**config.mk**
```make
export PLATFORM = sky130hd
export DESIGN_NAME = axis_buffer_fifo
export DESIGN_NICKNAME = d
export VERILOG_FILES = /design/src/rtl/axis_switch_pkg.sv /design/src/rtl/axis_fifo_mem.sv /design/src/rtl/axis_buffer_fifo.sv
export SDC_FILE = /design/constraint.sdc
export NUM_CORES = 1
export LEC_CHECK = 0
export ABC_AREA = 1
export BUFFER_PORTS_ARGS = -buffer_cell sky130_fd_sc_hd__buf_4
export CAP_MARGIN = 40
export CORE_MARGIN = 2
export CORE_UTILIZATION = 55
export CTS_CLUSTER_SIZE = 40
export DETAILED_ROUTE_END_ITERATION = 6
export PLACE_DENSITY = 0.77
export SYNTH_ARGS = -nofsm -noshare
export SYNTH_HDL_FRONTEND = slang
export SYNTH_SLANG_ARGS = --single-unit
```
**constraint.sdc**
```tcl
create_clock -name clk -period 4.1 [get_ports clk]
set_input_delay 0.205 -clock clk [delete_from_list [all_inputs] [get_ports clk]]
set_output_delay 0.205 -clock clk [all_outputs]
set_load 0.01 [all_outputs]
```
**src/rtl/axis_switch_pkg.sv**
```systemverilog
// Shared switch-datapath definitions: buffer mode encoding and pointer sizing.
package axis_switch_pkg;

  typedef enum logic {
    AXIS_CUT_THROUGH = 1'b0,
    AXIS_STORE_FWD   = 1'b1
  } axis_buf_mode_e;

  // Address bits plus one wrap bit, so full and empty can be told apart.
  function automatic int axis_ptr_w(input int depth);
    return $clog2(depth) + 1;
  endfunction

endpackage

```
**src/rtl/axis_fifo_mem.sv**
```systemverilog
// Beat storage for axis_buffer_fifo: synchronous write, asynchronous read, no reset.
module axis_fifo_mem #(
  parameter int DEPTH = 4,
  parameter int WIDTH = 8
) (
  input  logic                     i_clk,
  input  logic                     i_wr_en,
  input  logic [$clog2(DEPTH)-1:0] i_wr_addr,
  input  logic [WIDTH-1:0]         i_wr_data,
  input  logic [$clog2(DEPTH)-1:0] i_rd_addr,
  output logic [WIDTH-1:0]         o_rd_data
);

  logic [WIDTH-1:0] r_mem [DEPTH];

  always_ff @(posedge i_clk) begin
    if (i_wr_en) begin
      r_mem[i_wr_addr] <= i_wr_data;
    end
  end

  assign o_rd_data = r_mem[i_rd_addr];

endmodule

```
**src/rtl/axis_buffer_fifo.sv**
```systemverilog
// AXI-Stream circular FIFO with fill level and optional store-and-forward gating.
module axis_buffer_fifo
  import axis_switch_pkg::*;
#(
  parameter int DEPTH        = 4,
  parameter int T_DATA_WIDTH = 8,
  parameter int T_USER_WIDTH = 10,
  parameter int T_ID_WIDTH   = 8,
  parameter int PACKET_MODE  = 0
) (
  input  logic                    clk,
  input  logic                    reset_n,
  input  logic [T_ID_WIDTH-1:0]   s_id_i,
  input  logic [T_DATA_WIDTH-1:0] s_data_i,
  input  logic [T_USER_WIDTH-1:0] s_user_i,
  input  logic                    s_last_i,
  input  logic                    s_valid_i,
  output logic                    s_ready_o,
  output logic [T_ID_WIDTH-1:0]   m_id_o,
  output logic [T_DATA_WIDTH-1:0] m_data_o,
  output logic [T_USER_WIDTH-1:0] m_user_o,
  output logic                    m_last_o,
  output logic                    m_valid_o,
  input  logic                    m_ready_i,
  output logic [$clog2(DEPTH):0]  level_o
);

  localparam int AW = $clog2(DEPTH);
  localparam int PW = axis_ptr_w(DEPTH);
  localparam axis_buf_mode_e MODE = (PACKET_MODE != 0) ? AXIS_STORE_FWD : AXIS_CUT_THROUGH;

  // counted marks a last beat that incremented the packet count, so only it decrements.
  typedef struct packed {
    logic [T_ID_WIDTH-1:0]   id;
    logic [T_DATA_WIDTH-1:0] data;
    logic [T_USER_WIDTH-1:0] user;
    logic                    last;
    logic                    counted;
  } beat_t;

  localparam int BW = $bits(beat_t);

  logic [PW-1:0] r_wr_ptr;
  logic [PW-1:0] r_rd_ptr;
  logic [PW-1:0] r_level;
  logic [PW-1:0] r_pkt_cnt;
  logic          r_flush;

  logic          w_empty;
  logic          w_full;
  logic          w_push;
  logic          w_pop;
  logic          w_push_counted;
  logic          w_pop_counted;
  beat_t         w_wr_beat;
  beat_t         w_rd_beat;
  logic [BW-1:0] w_rd_vec;

  assign w_empty = (r_wr_ptr == r_rd_ptr);
  assign w_full  = (r_wr_ptr[AW-1:0] == r_rd_ptr[AW-1:0]) && (r_wr_ptr[AW] != r_rd_ptr[AW]);

  assign s_ready_o = !w_full;
  assign m_valid_o = !w_empty &&
                     ((MODE == AXIS_CUT_THROUGH) || (r_pkt_cnt != '0) || r_flush);

  assign w_push = s_valid_i & s_ready_o;
  assign w_pop  = m_valid_o & m_ready_i;

  assign w_wr_beat.id      = s_id_i;
  assign w_wr_beat.data    = s_data_i;
  assign w_wr_beat.user    = s_user_i;
  assign w_wr_beat.last    = s_last_i;
  assign w_wr_beat.counted = (MODE == AXIS_STORE_FWD) && s_last_i && !r_flush;

  assign w_rd_beat      = beat_t'(w_rd_vec);
  assign w_push_counted = w_push & w_wr_beat.counted;
  assign w_pop_counted  = w_pop & w_rd_beat.last & w_rd_beat.counted;

  axis_fifo_mem #(
    .DEPTH (DEPTH),
    .WIDTH (BW)
  ) u_mem (
    .i_clk     (clk),
    .i_wr_en   (w_push),
    .i_wr_addr (r_wr_ptr[AW-1:0]),
    .i_wr_data (w_wr_beat),
    .i_rd_addr (r_rd_ptr[AW-1:0]),
    .o_rd_data (w_rd_vec)
  );

  assign m_id_o   = w_rd_beat.id;
  assign m_data_o = w_rd_beat.data;
  assign m_user_o = w_rd_beat.user;
  assign m_last_o = w_rd_beat.last;
  assign level_o  = r_level;

  always_ff @(posedge clk or negedge reset_n) begin
    if (!reset_n) begin
      r_wr_ptr  <= '0;
      r_rd_ptr  <= '0;
      r_level   <= '0;
      r_pkt_cnt <= '0;
      r_flush   <= 1'b0;
    end else begin
      if (w_push) r_wr_ptr <= r_wr_ptr + PW'(1);
      if (w_pop)  r_rd_ptr <= r_rd_ptr + PW'(1);

      case ({w_push, w_pop})
        2'b10:   r_level <= r_level + PW'(1);
        2'b01:   r_level <= r_level - PW'(1);
        default: r_level <= r_level;
      endcase

      if (w_push_counted && !w_pop_counted) begin
        r_pkt_cnt <= r_pkt_cnt + PW'(1);
      end else if (!w_push_counted && w_pop_counted) begin
        r_pkt_cnt <= r_pkt_cnt - PW'(1);
      end

      // A full buffer with no complete packet can never release one: fall back to cut-through.
      if (MODE == AXIS_STORE_FWD) begin
        if (w_pop && w_rd_beat.last) begin
          r_flush <= 1'b0;
        end else if (w_full && (r_pkt_cnt == '0)) begin
          r_flush <= 1'b1;
        end
      end
    end
  end

endmodule
```
==> summary.md <==
| Metric | Value |
|---|---|
| Outcome | `finished clean` |
| Post-CTS Resized | `0` |
| Relative slew slack | `41.8%` |
| Initial antenna violation count | `0` |
| 1st-iter DRT viols | `208` |
| Starting Density | `56.8%` |
| Setup crit end kind | `register` |
| Mapped Cells | `338` |
| Num rows | `33` |
| Crit Path Max Fanout | `56` |
| CP Data Arrival Time | `2.99 ns` |
| FF-to-FF path depth | `11` |
| VDD IR max | `0.000416 V` |
| Final setup viols | `0` |
| Hold slack | `0.0648 ns` |
| Drt pass-1 iters | `5` |
| Crit path from | `r_rd_ptr[0]` |
| Ant. Diodes | `0` |
| Peak Freq | `384 MHz` |
| RR Endpoint | `level_o[2]` |
| Post-CTS Setup Repair Bufs | `0` |
| Max stage delay cell, worst path | `inv_4` |
| Netlist Area Pre-Place | `4670 um^2` |
| Overflow after GRT | `0` |
| Final Hold Fails | `0` |
| Clk pin slew, worst setup/hold paths | `0.05 ns` |
| RSZ-0062 raised after global routing | `no` |
| Minimum clock period | `2.60 ns` |
| Clock sinks | `117` |
| Leakage | `2.26 nW` |
| Crit start category | `register` |
| Hold Crit Class | `input port to asynchronous set/reset pin` |
| Max-Cap Viols | `0` |
| CTS Buf Count | `17` |
| CP Cell Sequence | `inv_4, nand2_2, nand2_4, nand3_4, nand2_4, ha_1, inv_1, fa_1, a21oi_1, o21ai_1, xor2_1` |
| ANT nets after route | `0` |
| Die area | `9240 um^2` |
| Horiz. Die Dim | `96.1 um` |
| Maximum root-to-sink buffer count | `2` |
| Global Route Usage Sum | `22.0%` |
| Worst slew pin tran | `0.871 ns` |
| Fin nets | `473` |
| CTS tree | `yes` |
| Final WS setup | `1.50 ns` |
| Final GP Congestion | `0.771` |
| Synthesized area per cell | `13.8 um^2` |
| Distinct cells, synth | `23` |
| Final WL | `9290 um` |
| TNS Setup | `0 ns` |
| Via/cell ratio | `5.35` |
| Clock latency at the later pin of the worst-skew pair | `0.51 ns` |
| Flop-to-flop setup slack | `1.50 ns` |
| Post-synthesis sequential area ratio | `74.3%` |
| Drt wl/cell | `16.8 um` |
| Hold buffers post-CTS | `30` |
| Dpl ws | `1.56 ns` |
| Reg2Reg Launch Point | `r_rd_ptr[0]` |
| Die Ht | `96.1 um` |
| Fin crit share | `63.5%` |
| CP required | `4.49 ns` |
| Port Buffer Count | `62` |
| Power density over cell area | `770 nW/um^2` |
| Slowest stage delay, CP | `0.45 ns` |
| Top Ports | `63` |
| Vias in the first global route | `2996` |
| Area Growth Syn to Fin | `29.0%` |
| Vias | `2952` |
| Synth Net Count | `376` |
| DR DRC count | `0` |
| CTS Root Cell | `clkbuf_8` |
| Setup CP Type | `register to register` |
| First-pass GRT wire length | `14500 um` |
| CTS H-tree lvls | `4` |
| Most used cell, CP | `nand2_4` |
| Clk_skew | `0.00949 ns` |
| Core Area | `8220 um^2` |
| Share of cells above drive strength 1 | `25.1%` |
| Ys Warns | `0` |
| Largest net degree at the start of global routing | `58` |
| Yosys reg bits | `117` |
| Slew Limit Fails | `0` |
| DP HPWL | `5000 um` |
## stage by stage
| step | util (%) | power [mW] | cells | cell area (um^2) |
|---|---|---|---|---|
| 6_report | 73.3 | 4.64 | 552 | 6020 |
| 5_1_grt | 73.3 | 4.91 | 552 | 6020 |
| 4_1_cts | 73.3 | 4.67 | 552 | 6020 |
| 3_5_place_dp | 63.1 | 3.30 | 491 | 5190 |
| 3_3_place_gp | 63.1 | 3.25 | 491 | 5190 |
| 2_1_floorplan | - | 2.73 | 338 | 4670 |
## worst max path at each step
stage	slack (ns)	end
floorplan	1.66	u_mem.r_mem[0][0]
global placement	1.66	level_o[2]
detailed placement	1.56	level_o[2]
CTS	1.50	level_o[2]
global route	1.33	level_o[2]
finish	1.50	level_o[2]
## routing by layer
metal / vias up / routed length (um) / global-route usage (%)
met5: - / 0 / 0
met4: 0 / 155 / 8.33
met3: 18 / 468 / 7.83
met2: 93 / 4860 / 36.2
met1: 1415 / 3810 / 26.9
li1: 1426 / - / -
## power breakdown
group	leakage, nW	internal [mW]	switching [mW]
clock network	0.256	0.846	0.479
logic	0.902	0.620	0.999
registers	1.10	1.60	0.0949
total	2.26	3.07	1.57
## cell usage after synthesis (all sizes together)
| library cell | instances | share of area [%] |
|---|---|---|
| edfxtp | 108 | 69 |
| buf | 14 | 2.4 |
| fa | 1 | 0.43 |
| o22ai | 27 | 3.6 |
| ha | 6 | 1.6 |
| dfrtp | 9 | 4.8 |
| o21ai | 56 | 6.6 |
| xnor2 | 1 | 0.19 |
| a21oi | 1 | 0.11 |
| clkbuf | 3 | 0.24 |
| xor2 | 2 | 0.38 |
| nor2 | 57 | 4.6 |
| nand3 | 8 | 1.4 |
| nand2 | 29 | 2.8 |
| inv | 16 | 1.3 |
## registers in the layout, indices dropped and copies added, names as in the netlist
signal,cells
u_mem.r_mem,108
level_o,3
r_rd_ptr,3
r_wr_ptr,3
## kinds of logic after synthesis
group	share of synthesized area, %
buffers and inverters	4.02
DFF	74.3
AOI/OAI and AO/OA	10.3
adders and majority gates	2.04
xor gates and xnor gates	0.563
and+or+nand+nor	8.79
## critical path, delay by kind of cell, from the launching register on
| kind | cells | cell delay, ns |
|---|---|---|
| adder cells (fa/ha/maj) | 2 | 0.58 |
| AO/OA/AOI/OAI | 2 | 0.26 |
| AND/OR/NAND/NOR | 4 | 0.50 |
| XOR/XNOR | 1 | 0.15 |
| flip-flops | 1 | 0.43 |
| buffers and inverters | 2 | 0.53 |
## cell usage in the layout, fill, tap and decap left out, types with 2 or more instances in the layout
cell / Yosys / routed
o21ai_0: 33 / 33
nand2_1: 24 / 24
nor2_1: 57 / 54
nand2_4: 2 / 2
o22ai_1: 27 / 27
clkbuf_16: 0 / 16
dlygate4sd3_1: 0 / 30
bufinv_16: 0 / 2
nand2_2: 3 / 3
inv_1: 13 / 13
nand3_4: 2 / 2
buf_4: 0 / 65
clkinvlp_4: 0 / 3
clkinv_2: 0 / 4
ha_1: 6 / 6
clkbuf_1: 3 / 2
o21ai_1: 16 / 16
dfrtp_1: 9 / 8
clkinv_1: 0 / 3
nand3_1: 6 / 6
nor2_4: 0 / 3
o21ai_2: 7 / 7
edfxtp_1: 108 / 108
inv_2: 2 / 2
xor2_1: 2 / 2
## area by class of cell
type	instances	area, um^2
Timing Repair Buffer	95	788
Sequential cell	117	3470
Fill cell	515	2190
Multi-Input combinational cell	188	1030
Inverter	16	62.6
Clock inverter	12	114
Tap cell	105	131
Clock buffer	19	422
Note: power is estimated with default switching activity, not from simulation.
